## src/rtl/serial_frame_sched.sv

```systemverilog
// Round-robin frame scheduler that serializes one parallel word per frame into the
// bit-serial detector and counts detector hits over the frame.
module serial_frame_sched #(
   parameter int WIDTH = 8,
   parameter int CNT_W = 4
) (
   input  logic             clk,
   input  logic             rst_n,
   input  logic             req0,
   input  logic [WIDTH-1:0] word0,
   input  logic             req1,
   input  logic [WIDTH-1:0] word1,
   output logic             gnt0,
   output logic             gnt1,
   output logic             data,
   output logic             det_en,
   input  logic [2:0]       det_out,
   output logic             busy,
   output logic             done,
   output logic             done_id,
   output logic [CNT_W-1:0] hits
);

   // state | meaning
   // IDLE  | waiting for a request; grant issued combinationally here
   // SHIFT | WIDTH cycles driving frame bits MSB-first
   // FLUSH | one cycle catching the detector response to the last bit
   // DONE  | one-cycle completion pulse with requester id
   typedef enum logic [1:0] {IDLE, SHIFT, FLUSH, DONE} state_t;

   localparam int BW = (WIDTH > 1) ? $clog2(WIDTH) : 1;

   state_t           state, state_nxt;
   logic [WIDTH-1:0] shreg;
   logic [BW-1:0]    bit_cnt;
   logic             last_id;
   logic             det_en_d;
   logic             winner;
   logic             grant;

   always_comb begin
      state_nxt = state;
      winner    = (req0 && req1) ? ~last_id : req1;
      // the reset input is active-high, so grants are held off while it is asserted
      grant     = (state == IDLE) && !rst_n && (req0 || req1);
      gnt0      = grant && !winner;
      gnt1      = grant && winner;
      det_en    = (state == SHIFT);
      data      = det_en && shreg[WIDTH-1];
      busy      = (state != IDLE);
      done      = (state == DONE);
      case (state)
         IDLE:    if (grant) state_nxt = SHIFT;
         SHIFT:   if (bit_cnt == BW'(WIDTH - 1)) state_nxt = FLUSH;
         FLUSH:   state_nxt = DONE;
         DONE:    state_nxt = IDLE;
         default: state_nxt = IDLE;
      endcase
   end

   always_ff @(posedge clk) begin
      if (rst_n) begin
         state    <= IDLE;
         shreg    <= '0;
         bit_cnt  <= '0;
         last_id  <= 1'b1;
         det_en_d <= 1'b0;
         hits     <= '0;
         done_id  <= 1'b0;
      end else begin
         state    <= state_nxt;
         det_en_d <= det_en;
         if (grant) begin
            shreg   <= winner ? word1 : word0;
            last_id <= winner;
            bit_cnt <= '0;
         end else if (state == SHIFT) begin
            shreg   <= {shreg[WIDTH-2:0], 1'b0};
            bit_cnt <= bit_cnt + BW'(1);
         end
         if (state == FLUSH)
            done_id <= last_id;
         // detector output lags data by one cycle, hence the delayed enable
         if (grant)
            hits <= '0;
         else if (det_en_d && (det_out != 3'b000) && (hits != {CNT_W{1'b1}}))
            hits <= hits + CNT_W'(1);
      end
   end

endmodule

```

## config.mk

```make
export PLATFORM = sky130hd
export DESIGN_NAME = serial_frame_sched
export DESIGN_NICKNAME = d
export VERILOG_FILES = /design/src/rtl/serial_frame_sched.sv
export SDC_FILE = /design/constraint.sdc
export NUM_CORES = 1
export LEC_CHECK = 0
export CAP_MARGIN = 20
export CORE_UTILIZATION = 35
export DETAILED_ROUTE_END_ITERATION = 10
export PLACE_DENSITY_LB_ADDON = 0.05
export SYNTH_ARGS = -nofsm -noshare
export SYNTH_HDL_FRONTEND = slang
export SYNTH_SLANG_ARGS = --single-unit
```

## constraint.sdc

```tcl
create_clock -name clk -period 3.1 [get_ports clk]
set_input_delay 0.62 -clock clk [delete_from_list [all_inputs] [get_ports clk]]
set_output_delay 0.62 -clock clk [all_outputs]
set_load 0.02 [all_outputs]
```

# Word level (Yosys, flattened, before mapping)
# Cells that the tools add are included.
dict set report op_classes {
  add_sub_neg 2
  n_mul 0
  n_div 0
  n_lt_le_gt_ge 0
  eq_ne 7
  shift 0
  muxes 7
  n_bitwise 1
  reduce_logical 17
}
# op n
set op_table {}
lappend op_table {{8-bit two-way mux} 3}
lappend op_table {{1-bit logical AND} 8}
lappend op_table {{2-bit case mux with 4 select lines} 1}
lappend op_table {{4-bit by 1-bit adder with 4-bit output, second input constant} 1}
lappend op_table {{2-bit equality test, second input constant} 2}
lappend op_table {{2-bit two-way mux} 2}
lappend op_table {{4-bit != test, second input constant} 1}
lappend op_table {{2-bit nonzero test} 2}
lappend op_table {{3-bit by 1-bit adder with 3-bit output, second input constant} 1}
lappend op_table {{3-bit equality test, second input constant} 1}
lappend op_table {{3-bit nonzero test} 1}
lappend op_table {{2-bit by 1-bit equality test with 1-bit output, second input constant} 1}
lappend op_table {{1-bit logical NOT} 2}
lappend op_table {{2-bit logical NOT} 1}
lappend op_table {{2-bit by 1-bit != test with 1-bit output, second input constant} 1}
lappend op_table {{2-bit != test, second input constant} 1}
lappend op_table {{2-bit AND reduction} 1}
lappend op_table {{2-bit OR reduction} 1}
lappend op_table {{1-bit logical OR} 1}
lappend op_table {{1-bit two-way mux} 1}
lappend op_table {{1-bit NOT} 1}
dict set report word_totals {
  regBits 20
  latchBits 0
  ramBits 0
  mem_bits_ro 0
  in_bits 23
  wordCells 41
  mem_count 0
}

# Logic depth before layout (Yosys ltp)
# Gate-level depths: netlist of run 1.
dict set report logic_depth {
  ltp_word 5
  ltp_mapped 6
  ltp_nobuf 5
}

# Least setup slack after synthesis of run 1
# Ideal clock, no wire load.
dict set report synth_timing {
  path_type {flip-flop to output port}
  from {reg state[1]}
  to {out data}
  arrival_time_ps 1212
  path_slack_ps 1268
  stages_incl_launch_ff 5
  cell_sequence {dfxtp_1 -> inv_1 -> ha_1 -> buf_2 -> and2_1}
}
dict set report synth_via {
  elab_chain_len 2
}
# item line_no
set synth_rtl {}
lappend synth_rtl {{start, declared} 33} ;# state_t state, state_nxt;
lappend synth_rtl {{start signal, assigned} 71} ;# state <= state_nxt;
lappend synth_rtl {{2-bit by 1-bit equality test with 1-bit output} 48} ;# det_en = (state == SHIFT);
lappend synth_rtl {{net det_en} 16} ;# output logic det_en,
lappend synth_rtl {{1-bit logical AND} 49} ;# data = det_en && shreg[WIDTH-1];
lappend synth_rtl {{end, declared} 15} ;# output logic data,
# The timed path passes the listed nets, and every way through them passes these cells.

# Final worst setup path of run 1
dict set report layout_timing {
  from {in rst_n}
  to {out gnt1}
}
dict set report layout_via {
  elab_chain_len 4
}
# item line_no
set layout_rtl {}
lappend layout_rtl {{start, declared} 8} ;# input logic rst_n,
lappend layout_rtl {{1-bit logical NOT} 45} ;# grant = (state == IDLE) && !rst_n && (req0 || req1);
lappend layout_rtl {{1-bit logical AND (2 in series)} 45}
lappend layout_rtl {{1-bit logical AND} 47} ;# gnt1 = grant && winner;
lappend layout_rtl {{end, declared} 14} ;# output logic gnt1,
# Every way passes these cells.

==> flow_metrics.py, run 1 <==
metrics = {
    "status": {
        "status": "complete, no violations",
    },
    "floorplanning": {
        "io_pins": 34,
        "rows": 20,
        "die_area_um2": 3463,
        "die_y_um": 58.85,
        "coreArea_um2": 3053,
        "start_util": 0.3705,
        "die_x_um": 58.85,
    },
    "routing": {
        "routed.top_layer": "met4",
        "routedWlPerCell_um": 12.05,
        "drc": 0,
        "dr_wl_met2_um": 1078,
        "m1WireLength_um": 1268,
        "first_pass_iters": 4,
        "wl_met3_um": 86,
        "via_per_inst": 5.030,
        "drt_iter0_drc": 26,
        "drt-total-wl_um": 2447,
        "vias": 1021,
        "ant_nets": 0,
    },
    "critical_path": {
        "path_class": "primary input to primary output",
        "end_kind": "primary output",
        "start_kind": "primary input",
        "path_buf_inv": 2,
        "cp.required_ns": 2.48,
        "worstPathArrival_ns": 2.20,
        "cp_top_family": "buffers and inverters",
        "slowest_delay_ns": 0.63,
        "cp_common_cell": "clkdlybuf4s50_1",
        "critical_path.cell_chain": "clkdlybuf4s50_1 > and3b_1 > and2_2 > clkdlybuf4s50_1",
        "crit_fanout": 8,
        "cp_slowest_cell": "clkdlybuf4s50_1",
    },
    "timing": {
        "max_freq_ghz": 0.3551,
        "layout_worst_path_cycle_share": 0.9085,
        "finalSetupViolCount": 0,
        "finClkSkew_ns": 0.009647,
        "fin_crit_ns": 2.816,
        "finalHoldViolCount": 0,
        "max_slew.worst_pin.slew_ns": 0.4684,
        "slew_viol_final": 0,
        "setup_total_negative_slack_ns": 0,
        "hold_slack_ns": 0.5147,
        "rsz0062_at_grt": "no",
        "max-slew-margin-rel": 0.6851,
    },
    "global_route": {
        "grtUsageTotal": 0.1604,
        "grt_max_degree": 15,
        "grt_pass1_wl_um": 4298,
        "antenna_found_initial": 0,
        "grt_pass1_vias": 981,
        "grt-ovfl-total": 0,
    },
    "clock_tree": {
        "cts_setup_buffers": 0,
        "clkSinkCount": 20,
        "cts_hold_buf": 0,
        "cts_made_buffers": 3,
        "cts_root_buf": "clkbuf_4",
        "cts_tree": "built",
        "htree_levels": 1,
        "insertion_delay_ns": 0.30,
        "clk_transition_reported_paths_ns": 0.11,
        "clk_path_buf_depth": 2,
        "cts_resized": 0,
    },
    "power": {
        "p_int_mw": 0.7327,
        "power.leakage_nw": 0.5711,
        "p_comb_frac": 0.486,
        "p_switching_mw": 0.4349,
        "finalPower_mw": 1.168,
        "seqPwrFrac": 0.331,
        "p_clk_frac": 0.183,
        "ir_worst_vdd_mv": 0.2701,
        "power_density_nw_per_um2": 747.2,
        "swShare": 0.3725,
    },
    "placed_design": {
        "place_inst": 199,
        "port_buffers": 33,
        "gp_congestion": 0.7660,
        "placed_cell_area_um2": 1510,
        "hpwl_um": 1923,
    },
    "synth": {
        "ys_seq_elements": 20,
        "syn_area_per_cell_um2": 9.196,
        "ys.flop_type": "dfxtp_1",
        "synthDistinctLibCells": 41,
        "syn_inst": 123,
        "ys_async_sr_fraction": 0,
        "syn_nets": 153,
        "yosysWarningCount": 0,
        "yosysSeqAreaShare": 0.3540,
        "synthesis.area_um2": 1131,
        "synth-edff-count": 0,
    },
    "layout": {
        "diodes": 0,
        "area_growth_pct": 38.16,
        "layout-drive-gt1-share": 0.1384,
        "instances_no_fill": 203,
        "nets": 190,
        "fin_area_um2": 1563,
    },
    "flow_run": {
        "drv_cap": 0,
    },
    "hold_path": {
        "hp-class": "flop to flop",
    },
}
[cell type report]
type                    instances  area (um2)
clock buffers                   3       22.52
clock inverters                 1       30.03
fillers                       328        1490
inverters                       5       18.77
multi-input cells              92       668.1
flip-flops and latches         20       400.4
well taps                      44       55.05
repair buffers                 38       367.9
[power groups by stage]
stage          clock (mW)  sequential [mW]  combinational, mW
2_1_floorplan           0            0.387              0.407
3_3_place_gp            0            0.388              0.568
3_5_place_dp            0            0.393              0.571
4_1_cts             0.221            0.387              0.571
5_1_grt             0.235            0.398              0.627
6_report            0.214            0.387              0.567
[through the flow]
stage / worst slack (ns) / utilization
final: 0.2835 / 0.5119
after global routing: 0.2204 / 0.5119
after CTS: 0.2759 / 0.5119
after detailed placement: 0.2946 / 0.4947
after global placement: 0.2955 / 0.4947
after floorplan: 1.268 / -
[cells in the mapped netlist, drive strengths merged, types with 2 or more instances]
master | instances | share of area
a21oi | 3 | 0.013
a311oi | 7 | 0.054
and2 | 3 | 0.018
and3b | 2 | 0.015
buf | 5 | 0.035
dfxtp | 20 | 0.35
ha | 7 | 0.077
inv | 4 | 0.013
mux2i | 3 | 0.027
nand2 | 3 | 0.012
nand2b | 2 | 0.011
nand3 | 17 | 0.11
nor2 | 6 | 0.022
nor3 | 9 | 0.040
nor3b | 2 | 0.018
o211ai | 2 | 0.013
o21a | 3 | 0.020
o21ai | 4 | 0.021
o22ai | 7 | 0.039
[registers in the layout, indices dropped and copies added, names as in the netlist]
name      flops
bit_cnt       3
det_en_d      1
done_id       1
hits          4
last_id       1
shreg         8
state         2
[cell families (layout without fill, tap and decap cells)]
| family | after synthesis | count (layout) | synth area share |
|---|---|---|---|
| and+or+nand+nor | 49 | 49 | 0.2744 |
| DFF | 20 | 20 | 0.3540 |
| muxes | 3 | 3 | 0.02655 |
| AOI/OAI and AO/OA | 32 | 32 | 0.2046 |
| xor gates and xnor gates | 1 | 1 | 0.007745 |
| buffers and inverters | 11 | 47 | 0.05530 |
| adders and majority gates | 7 | 7 | 0.07743 |
[worst min-delay path: stages (launching register included)]
cell and delay (ns):
dfxtp_1 0.35, mux2i_1 0.06, nor2_1 0.08
[routing by layer]
layer  up-vias  GRT usage
met3         2    0.02637
met5         -          0
met4         0    0.06122
li1        537          -
met1       456     0.2294
met2        26     0.2403
[worst paths after layout]
path / cells past startpoint / startpoint / to / slack, ns
setup reg to reg: 6 / state[0] / shreg[7] / 1.53
hold reg to reg: 2 / bit_cnt[1] / bit_cnt[1] / 0.51
setup / recovery: 4 / rst_n / gnt1 / 0.28
hold / removal: 2 / bit_cnt[1] / bit_cnt[1] / 0.51
[cell usage in the layout, fill, tap and decap left out, types with 3 or more instances in the layout]
master,instances
clkdlybuf4s50_1,33
nor3_1,9
nand3_1,10
mux2i_1,3
nand3_2,7
a21oi_1,3
nor2_1,5
inv_1,4
ha_1,7
o22ai_1,7
dfxtp_1,20
o21a_1,3
a311oi_1,7
buf_4,5
o21ai_0,3
clkbuf_4,3
No activity file was read; power rests on OpenSTA's default activity.
==> run 2: changes to the inputs <==
--- a/config.mk
+++ b/config.mk
@@ -5,10 +5,12 @@
 export SDC_FILE = /design/constraint.sdc
 export NUM_CORES = 1
 export LEC_CHECK = 0
+export ABC_AREA = 1
 export CAP_MARGIN = 20
 export CORE_UTILIZATION = 35
 export DETAILED_ROUTE_END_ITERATION = 10
 export PLACE_DENSITY_LB_ADDON = 0.05
+export SLEW_MARGIN = 10
 export SYNTH_ARGS = -nofsm -noshare
 export SYNTH_HDL_FRONTEND = slang
 export SYNTH_SLANG_ARGS = --single-unit
==> constraint.sdc (replaced) <==
create_clock -name clk -period 3 [get_ports clk]
set_input_delay 0.6 -clock clk [delete_from_list [all_inputs] [get_ports clk]]
set_output_delay 0.6 -clock clk [all_outputs]
set_load 0.02 [all_outputs]
==> run 2 against run 1 <==
Synthesized area is 3.9% higher; clock skew is 0.0036 ns lower; cell area increased by 1.4%; via count up 15%.
==> flow_metrics.py, run 2 <==
metrics = {
    "status": {
        "status": "complete, no violations",
    },
    "timing": {
        "max-slew-margin-rel": 0.7858,
        "setup_total_negative_slack_ns": 0,
        "fin_crit_ns": 2.691,
        "rsz0062_at_grt": "no",
        "layout_worst_path_cycle_share": 0.8969,
        "max_slew.worst_pin.slew_ns": 0.3209,
        "finalSetupViolCount": 0,
        "finalHoldViolCount": 0,
        "slew_viol_final": 0,
        "finClkSkew_ns": 0.006040,
        "max_freq_ghz": 0.3716,
    },
    "routing": {
        "drt_iter0_drc": 57,
        "first_pass_iters": 4,
        "ant_nets": 0,
        "drt-total-wl_um": 2588,
        "vias": 1171,
        "routedWlPerCell_um": 9.954,
        "drc": 0,
        "via_per_inst": 4.504,
    },
    "layout": {
        "layout-drive-gt1-share": 0.07870,
        "reg_top3": "shreg x8, hits x4, bit_cnt x3",
        "largest_reg_flops": 8,
        "final_common_cell": "nand2_1",
        "regArea_um2": 400.4,
        "multi_input_area_um2": 621.8,
        "num-fill-cells": 332,
        "nets": 248,
        "most-common-layout-cells": "47 x nand2_1, 33 x clkdlybuf4s50_1, 31 x inv_1, 28 x nand3_1, 20 x dfxtp_1",
        "diodes": 0,
        "fin_area_um2": 1584,
        "finish.utilization": 0.5064,
        "largest-register": "shreg",
        "area_growth_pct": 34.82,
    },
    "power": {
        "seqPwrFrac": 0.374,
        "ir_worst_vdd_mv": 0.2048,
        "finalPower_mw": 1.012,
        "p_clk_frac": 0.128,
        "p_comb_frac": 0.497,
        "swShare": 0.4117,
        "p_int_mw": 0.5954,
        "p_switching_mw": 0.4166,
        "power.leakage_nw": 0.7774,
        "power_density_nw_per_um2": 638.9,
    },
    "global_route": {
        "grt-ovfl-total": 0,
        "grt_use_met2": 0.2762,
        "grt_pass1_vias": 1092,
        "grt_max_degree": 20,
        "top_usage_layer": "met2",
        "antenna_found_initial": 0,
        "grt_pass1_wl_um": 4388,
        "met3_usage": 0.02814,
        "grt_use_met1": 0.1984,
        "grtUsageTotal": 0.1619,
    },
    "synth": {
        "yosysWarningCount": 0,
        "synth-edff-count": 0,
        "yosysMostFrequentCell": "nand2_1",
        "ys.flop_type": "dfxtp_1",
        "synthTopCellsByArea": "dfxtp_1 34%, nand2_1 15%, nand3_1 12%, inv_1 9.9%, ha_1 7.5%",
        "yosysTopAreaCell": "dfxtp_1",
        "syn_inst": 180,
        "ys_async_sr_fraction": 0,
        "yosysSeqAreaShare": 0.3408,
        "synthDistinctLibCells": 19,
        "netlist.area_leader.share": 0.3408,
        "syn_nets": 210,
        "ys_seq_elements": 20,
        "synth.cells.most_frequent": "47 x nand2_1, 31 x inv_1, 28 x nand3_1",
        "syn_area_per_cell_um2": 6.527,
        "synthesis.area_um2": 1175,
    },
    "clock_tree": {
        "clkSinkCount": 20,
        "insertion_delay_ns": 0.30,
        "cts_hold_buf": 0,
        "htree_levels": 1,
        "cts_root_buf": "clkbuf_4",
        "cts_tree": "built",
        "cts_resized": 0,
        "clk_transition_reported_paths_ns": 0.12,
        "clk_path_buf_depth": 2,
        "cts_made_buffers": 3,
        "cts_setup_buffers": 0,
    },
    "floorplanning": {
        "rows": 20,
        "coreArea_um2": 3128,
        "io_pins": 34,
        "die_y_um": 59.94,
        "start_util": 0.3756,
        "die_area_um2": 3592,
        "die_x_um": 59.94,
    },
    "critical_path": {
        "end_kind": "primary output",
        "cp.required_ns": 2.40,
        "path_class": "primary input to primary output",
        "crit_fanout": 5,
        "start_kind": "primary input",
        "worstPathArrival_ns": 2.09,
    },
    "placed_design": {
        "placed_cell_area_um2": 1562,
        "port_buffers": 33,
        "gp_congestion": 0.8316,
        "hpwl_um": 2006,
    },
    "hold_path": {
        "hp-class": "flop to flop",
    },
    "flow_run": {
        "drv_cap": 0,
    },
}
==> run 2: cell types whose count changed in the layout (fill, tap and decap cells not counted), moves of 3 or more <==
cell	change
a21oi_1	+7
a311oi_1	-7
inv_1	+27
inv_2	+4
mux2i_1	-3
nand2_1	+45
nand3_1	+18
nand3_2	-7
nor2_1	+5
nor3_1	-9
o21a_1	-3
o21ai_1	+5
o22ai_1	-7
==> run 2: power by group through the flow <==
stage               Clock (mW)  Sequential, mW  Combinational (mW)
floorplan                    0           0.382               0.354
global placement             0           0.380               0.498
detailed placement           0           0.384               0.506
CTS                      0.134           0.378               0.509
global route             0.148           0.386               0.578
finish                   0.130           0.379               0.503
==> run 2: kinds of logic after synthesis <==
| family | count (synthesis) | synth area share |
|---|---|---|
| simple gates | 95 | 0.3632 |
| compound gates | 18 | 0.07667 |
| fa+ha+maj | 7 | 0.07454 |
| flops | 20 | 0.3408 |
| xor+xnor | 2 | 0.01491 |
| buf+inv | 38 | 0.1299 |
==> run 2: layer usage <==
layer  vias up  part of all wire  wire length (um)
li1        631                 -                 -
met1       510              0.49              1260
met2        28              0.46              1198
met3         2             0.042               109
met4         0            0.0077                20
met5         -                 0                 0
==> run 2: per-stage QoR <==
stage	cells	hold WS [ns]	setup slack (ns)
floorplan	180	0.4425	1.017
global placement	257	0.4547	0.3237
detailed placement	257	0.4630	0.3287
CTS	260	0.4777	0.3132
global route	260	0.5114	0.2189
finish	260	0.4762	0.3093
==> run 2: final cells by class <==
cell class,count,area share
multi-input combinational,122,0.3926
tap,44,0.03476
inverter,35,0.08294
clock buffer,3,0.01422
timing repair buffer,36,0.2227
sequential,20,0.2528
==> run 2: final timing paths <==
| check | start | endpoint | slack (ns) | cells past startpoint |
|---|---|---|---|---|
| min reg2reg | bit_cnt[2] | bit_cnt[2] | 0.48 | 2 |
| max | rst_n | gnt0 | 0.31 | 5 |
| min | bit_cnt[2] | bit_cnt[2] | 0.48 | 2 |
| max reg2reg | state[1] | state[1] | 1.46 | 6 |
==> run 2: critical path, stage by stage <==
cell and delay (ns):
clkdlybuf4s50_1 0.53, nor2_2 0.17, nand2_2 0.06, a21oi_1 0.11
clkdlybuf4s50_1 0.62
